<file path="config.mk">
export PLATFORM = sky130hd
export DESIGN_NAME = tdm_demux_1to4
export DESIGN_NICKNAME = d
export VERILOG_FILES = /design/src/rtl/tdm_demux_1to4_pkg.sv /design/src/rtl/tdm_demux_1to4_sipo_shift.sv /design/src/rtl/tdm_demux_1to4.sv
export SDC_FILE = /design/constraint.sdc
export NUM_CORES = 1
export LEC_CHECK = 0
export CAP_MARGIN = 20
export CORE_MARGIN = 3
export CORE_UTILIZATION = 54
export DETAILED_ROUTE_END_ITERATION = 7
export PLACE_DENSITY = 0.84
export SYNTH_ARGS = -nofsm -noshare
export SYNTH_HDL_FRONTEND = slang
export SYNTH_SLANG_ARGS = --single-unit
</file>
<file path="constraint.sdc">
create_clock -name clk -period 3.71 [get_ports clk]
set_input_delay 0.5565 -clock clk [delete_from_list [all_inputs] [get_ports clk]]
set_output_delay 0.5565 -clock clk [all_outputs]
set_load 0.01 [all_outputs]
</file>
<file path="src/rtl/tdm_demux_1to4_pkg.sv">
// Shared codes for the 4-channel TDM receive demultiplexer.
package tdm_demux_1to4_pkg;

    typedef enum logic [1:0] {
        SLOT_A = 2'b00,
        SLOT_B = 2'b01,
        SLOT_C = 2'b10,
        SLOT_D = 2'b11
    } slot_t;

    typedef enum logic {
        ST_HUNT = 1'b0,
        ST_RUN  = 1'b1
    } state_t;

    function automatic slot_t next_slot(input slot_t s);
        return slot_t'(s + 2'd1);
    endfunction

endpackage

</file>
<file path="src/rtl/tdm_demux_1to4_sipo_shift.sv">
// Serial-in parallel-out register; o_word presents the full sample including the bit on i_din.
module sipo_shift #(
    parameter int W = 8
) (
    input  logic         clk,
    input  logic         rst,
    input  logic         i_shift_en,
    input  logic         i_load_first,
    input  logic         i_din,
    output logic [W-1:0] o_word
);

    // Only W-1 bits are stored: the last bit of a sample is taken straight from i_din.
    logic [W-2:0] r_q;

    assign o_word = {r_q, i_din};

    always_ff @(posedge clk) begin
        if (rst) begin
            r_q <= '0;
        end else if (i_load_first) begin
            r_q    <= '0;
            r_q[0] <= i_din;
        end else if (i_shift_en) begin
            r_q <= o_word[W-2:0];
        end
    end

endmodule

</file>
<file path="src/rtl/tdm_demux_1to4.sv">
// Receive-side TDM demultiplexer: locks on frame_sync and deserializes slots a..d into parallel outputs.
module tdm_demux_1to4
    import tdm_demux_1to4_pkg::*;
#(
    parameter int W = 8
) (
    input  logic         clk,
    input  logic         rst,
    input  logic         din,
    input  logic         din_valid,
    input  logic         frame_sync,
    output logic [W-1:0] out_a,
    output logic [W-1:0] out_b,
    output logic [W-1:0] out_c,
    output logic [W-1:0] out_d,
    output logic [3:0]   ch_valid,
    output logic         frame_done,
    output logic         locked,
    output logic         sync_err
);

    localparam int             CW   = $clog2(W);
    localparam logic [CW-1:0]  LAST = CW'(W - 1);

    state_t          r_state;
    slot_t           r_slot;
    logic [CW-1:0]   r_bit_cnt;
    logic [W-1:0]    r_out_a;
    logic [W-1:0]    r_out_b;
    logic [W-1:0]    r_out_c;
    logic [W-1:0]    r_out_d;
    logic [3:0]      r_ch_valid;
    logic            r_frame_done;
    logic            r_sync_err;

    logic [W-1:0]    w_word;
    logic            w_run;
    logic            w_accept;
    logic            w_hunt_sync;
    logic            w_resync;

    assign w_run       = (r_state == ST_RUN);
    assign w_accept    = din_valid & w_run;
    assign w_hunt_sync = din_valid & frame_sync & ~w_run;
    // A sync anywhere but the start of slot a restarts the frame on this bit.
    assign w_resync    = w_accept & frame_sync &
                         ~((r_slot == SLOT_A) && (r_bit_cnt == '0));

    sipo_shift #(.W(W)) u_sipo (
        .clk          (clk),
        .rst          (rst),
        .i_shift_en   (w_accept),
        .i_load_first (w_hunt_sync | w_resync),
        .i_din        (din),
        .o_word       (w_word)
    );

    always_ff @(posedge clk) begin
        if (rst) begin
            r_state      <= ST_HUNT;
            r_slot       <= SLOT_A;
            r_bit_cnt    <= '0;
            r_out_a      <= '0;
            r_out_b      <= '0;
            r_out_c      <= '0;
            r_out_d      <= '0;
            r_ch_valid   <= '0;
            r_frame_done <= 1'b0;
            r_sync_err   <= 1'b0;
        end else begin
            r_ch_valid   <= '0;
            r_frame_done <= 1'b0;
            r_sync_err   <= 1'b0;
            if (w_hunt_sync) begin
                r_state   <= ST_RUN;
                r_slot    <= SLOT_A;
                r_bit_cnt <= CW'(1);
            end else if (w_resync) begin
                r_sync_err <= 1'b1;
                r_slot     <= SLOT_A;
                r_bit_cnt  <= CW'(1);
            end else if (w_accept) begin
                if (r_bit_cnt == LAST) begin
                    case (r_slot)
                        SLOT_A:  r_out_a <= w_word;
                        SLOT_B:  r_out_b <= w_word;
                        SLOT_C:  r_out_c <= w_word;
                        default: r_out_d <= w_word;
                    endcase
                    r_ch_valid   <= 4'b0001 << r_slot;
                    r_frame_done <= (r_slot == SLOT_D);
                    r_bit_cnt    <= '0;
                    r_slot       <= next_slot(r_slot);
                end else begin
                    r_bit_cnt <= r_bit_cnt + CW'(1);
                end
            end
        end
    end

    assign out_a      = r_out_a;
    assign out_b      = r_out_b;
    assign out_c      = r_out_c;
    assign out_d      = r_out_d;
    assign ch_valid   = r_ch_valid;
    assign frame_done = r_frame_done;
    assign locked     = w_run;
    assign sync_err   = r_sync_err;

endmodule

</file>
==> results by group <==
Worst setup path
  • Largest stage delay, worst path: 0.56 ns
  • Delay-heaviest family, CP: buffers and inverters
  • Crit path DAT: 2.29 ns
  • Critical path type: in -> reg
  • Crit end category: register
  • Reg-to-Reg Start: r_bit_cnt[0]$_SDFFE_PP0P_
  • Crit path launch: din_valid
  • R2R depth: 5
  • Reg2Reg Setup Slack: 1.74 ns
  • Cells along the critical path: clkdlybuf4s50_1, and3_1, o211a_1, mux2i_1
  • Crit Path Max Fanout: 8
  • CP max-delay cell: clkdlybuf4s50_1
  • Reg-to-reg critical path endpoint: out_c[3]$_SDFFE_PP0P_
  • CP bufs+invs: 1
  • Worst EP required: 3.94 ns
  • Setup crit start kind: primary input
  • WP depth: 4
  • CP endpoint: out_c[3]$_SDFFE_PP0P_

Timing
  • Worst Skew: 0.0112 ns
  • Fin. Hold Viols: 0
  • Final slew viol count: 0
  • Tmin final: 2.06 ns
  • Least-Margin Pin Slew: 0.595 ns
  • Period utilization: 55.5%
  • Setup TNS: 0 ns
  • RSZ-0062 raised after global routing: false
  • Slew headroom: 60.3%
  • Fin Hold WS: 0.458 ns
  • Final setup fails: 0
  • FMAX: 0.485 GHz

Floorplan
  • Starting Density: 57.0%
  • Top Ports: 44
  • Row count: 22
  • Die Ht: 68.6 um
  • Die width: 68.6 um
  • Core area: 3720 sq um
  • Full die area: 4710 sq um

Synth
  • Synth cell types: 28
  • Syn nets: 214
  • FF+latch count, synth: 51
  • Top FF cell, synth: dfxtp_1
  • Mean Syn Cell Area: 10.5 sq um
  • Post-synth EDFFs: 0
  • Synth warnings: 0
  • Async S/R FF share, synth: 0%
  • Post-Syn Instances: 201
  • Synthesized area: 2120 sq um
  • Post-synthesis sequential area ratio: 48.2%

Detailed routing
  • Vias: 1505
  • Router iterations before antenna repair: 4
  • Vias per inst: 5.17
  • Initial DRC count: 84
  • Routed WL per cell: 13.2 um
  • DRT antenna net count: 0
  • Number of remaining DRC errors: 0
  • Final WL: 3830 um

Finish
  • Area Overhead vs Synth: 24.8%
  • Ant diodes: 0
  • Design area: 2640 sq um
  • Post-layout util: 71.1%
  • Fin nets: 256
  • Layout cells sized above 1: 6.17%

Clock tree
  • CTS resizes: 0
  • Clock-pin slew on the worst setup and hold paths: 0.10 ns
  • Number of buffers created by CTS: 5
  • Hold buffers post-CTS: 0
  • Sink Count: 51
  • Root Driver: clkbuf_8
  • CTS tree: yes
  • Clk buf depth: 2
  • CTS H-tree lvls: 2
  • Worst skew pair latency: 0.31 ns
  • Post-CTS setup buffer count: 0

Place
  • HPWL after detailed placement: 2720 um
  • Dpl cell area: 2560 sq um
  • Placer Congestion: 0.787
  • Port-buffer cells: 43

Power and ir drop
  • Max VDD drop: 276 uV
  • Power Density: 342 nW/um^2
  • Leak Pwr: 1.07 nW

Global routing
  • Global-route wire length before repair: 6150 um
  • Initial antenna violation count: 0
  • Vias in the first global route: 1298
  • Largest net degree at the start of global routing: 30
  • Total GRT Usage: 17.8%
  • Gr ovfl total: 0

Job
  • Max_cap viols: 0

Status
  • Status: complete, no violations

Worst hold path
  • HP Class: reg -> reg
[kinds of logic (layout without fill, tap and decap cells)]
group / after synthesis / count (layout) / synth area share, %
AO/OA/AOI/OAI: 16 / 16 / 6.68
buffers and inverters: 14 / 56 / 3.49
flip-flops: 51 / 51 / 48.2
multiplexers: 34 / 34 / 16.1
AND/OR/NAND/NOR: 77 / 77 / 20.4
XOR/XNOR: 1 / 1 / 0.414
adder cells (fa/ha/maj): 8 / 8 / 4.73
[synth_stat cells (all sizes together) (3+ instances only)]
| cell | instances | area [sq um] |
|---|---|---|
| clkbuf | 4 | 15.0 |
| nor2 | 5 | 18.8 |
| buf | 5 | 40.0 |
| o211ai | 3 | 63.8 |
| nand2b | 40 | 250 |
| mux2i | 34 | 340 |
| nand2 | 20 | 77.6 |
| nor4 | 4 | 25.0 |
| ha | 8 | 100 |
| a21oi | 9 | 45.0 |
| inv | 5 | 18.8 |
| dfxtp | 51 | 1020 |
[cell type report]
cell class / count / area [sq um]
Clock buffer: 5 / 68.8
Clock inverter: 2 / 13.8
Fill cell: 283 / 1070
Inverter: 5 / 18.8
Multi-Input combinational cell: 136 / 1020
Sequential cell: 51 / 1020
Tap cell: 48 / 60.1
Timing Repair Buffer: 44 / 438
[how the worst min path moves through the flow]
stage                                            end  cells past startpoint                        from  slack, ns
after floorplan           u_sipo.r_q[6]$_SDFFE_PP0N_                      2  u_sipo.r_q[6]$_SDFFE_PP0N_       0.44
after global placement    u_sipo.r_q[6]$_SDFFE_PP0N_                      2  u_sipo.r_q[6]$_SDFFE_PP0N_       0.44
after detailed placement  u_sipo.r_q[6]$_SDFFE_PP0N_                      2  u_sipo.r_q[6]$_SDFFE_PP0N_       0.46
after CTS                 u_sipo.r_q[4]$_SDFFE_PP0N_                      2  u_sipo.r_q[3]$_SDFFE_PP0N_       0.47
after global routing      u_sipo.r_q[4]$_SDFFE_PP0N_                      2  u_sipo.r_q[3]$_SDFFE_PP0N_       0.48
final                     u_sipo.r_q[4]$_SDFFE_PP0N_                      2  u_sipo.r_q[3]$_SDFFE_PP0N_       0.46
[where the power goes]
group          switching, W  leakage, nW  internal [W]  total [W]
combinational     0.0000239        0.612     0.0000191  0.0000430
clock              0.000179       0.0440      0.000129   0.000308
sequential       0.00000297        0.411      0.000550   0.000553
total              0.000206         1.07      0.000698   0.000904
[layout by cell type, fill, tap and decap left out, drive strengths merged]
cell type      instances
a21oi                  9
a31oi                  1
and2                   1
and3                   1
and4b                  1
buf                    1
clkbuf                 5
clkdlybuf4s50         43
clkinv                 2
dfxtp                 51
ha                     8
inv                    5
mux2i                 34
nand2                 20
nand2b                40
nand3b                 1
nor2                   5
nor3                   1
nor4                   4
nor4b                  1
o211a                  1
o211ai                 3
o21ai                  1
o21bai                 1
or2                    1
or3                    1
xnor2                  1
[per-layer routing]
| layer | vias to the layer above | global-route usage, % | share of wire [%] |
|---|---|---|---|
| li1 | 760 | - | - |
| met1 | 698 | 25.0 | 49 |
| met2 | 43 | 25.7 | 46 |
| met3 | 4 | 5.35 | 4.5 |
| met4 | 0 | 6.45 | 0.99 |
| met5 | - | 0 | 0 |
[flip-flops by register name, indices dropped and copies added (netlist names), 2 cells and up]
signal and flops:
ch_valid 4, r_bit_cnt 3, u_sipo.r_q 7, out_d 8, out_b 8, out_c 8
out_a 8, r_slot 2
[per-stage QoR]
step / cells / setup WS (ns) / power, W
after floorplan: 201 / 2.01 / 0.000596
after detailed placement: 284 / 1.30 / 0.000608
final: 291 / 1.65 / 0.000904
after CTS: 291 / 1.63 / 0.000912
after global placement: 284 / 1.36 / 0.000608
after global routing: 291 / 1.53 / 0.000939
[tightest hold or removal path, delay by kind of cell, from the launching register on]
kind / cells / cell delay [ns]
compound gates: 1 / 0.05
flops: 1 / 0.33
simple gates: 1 / 0.06
Note: power is estimated with default switching activity, not from simulation.
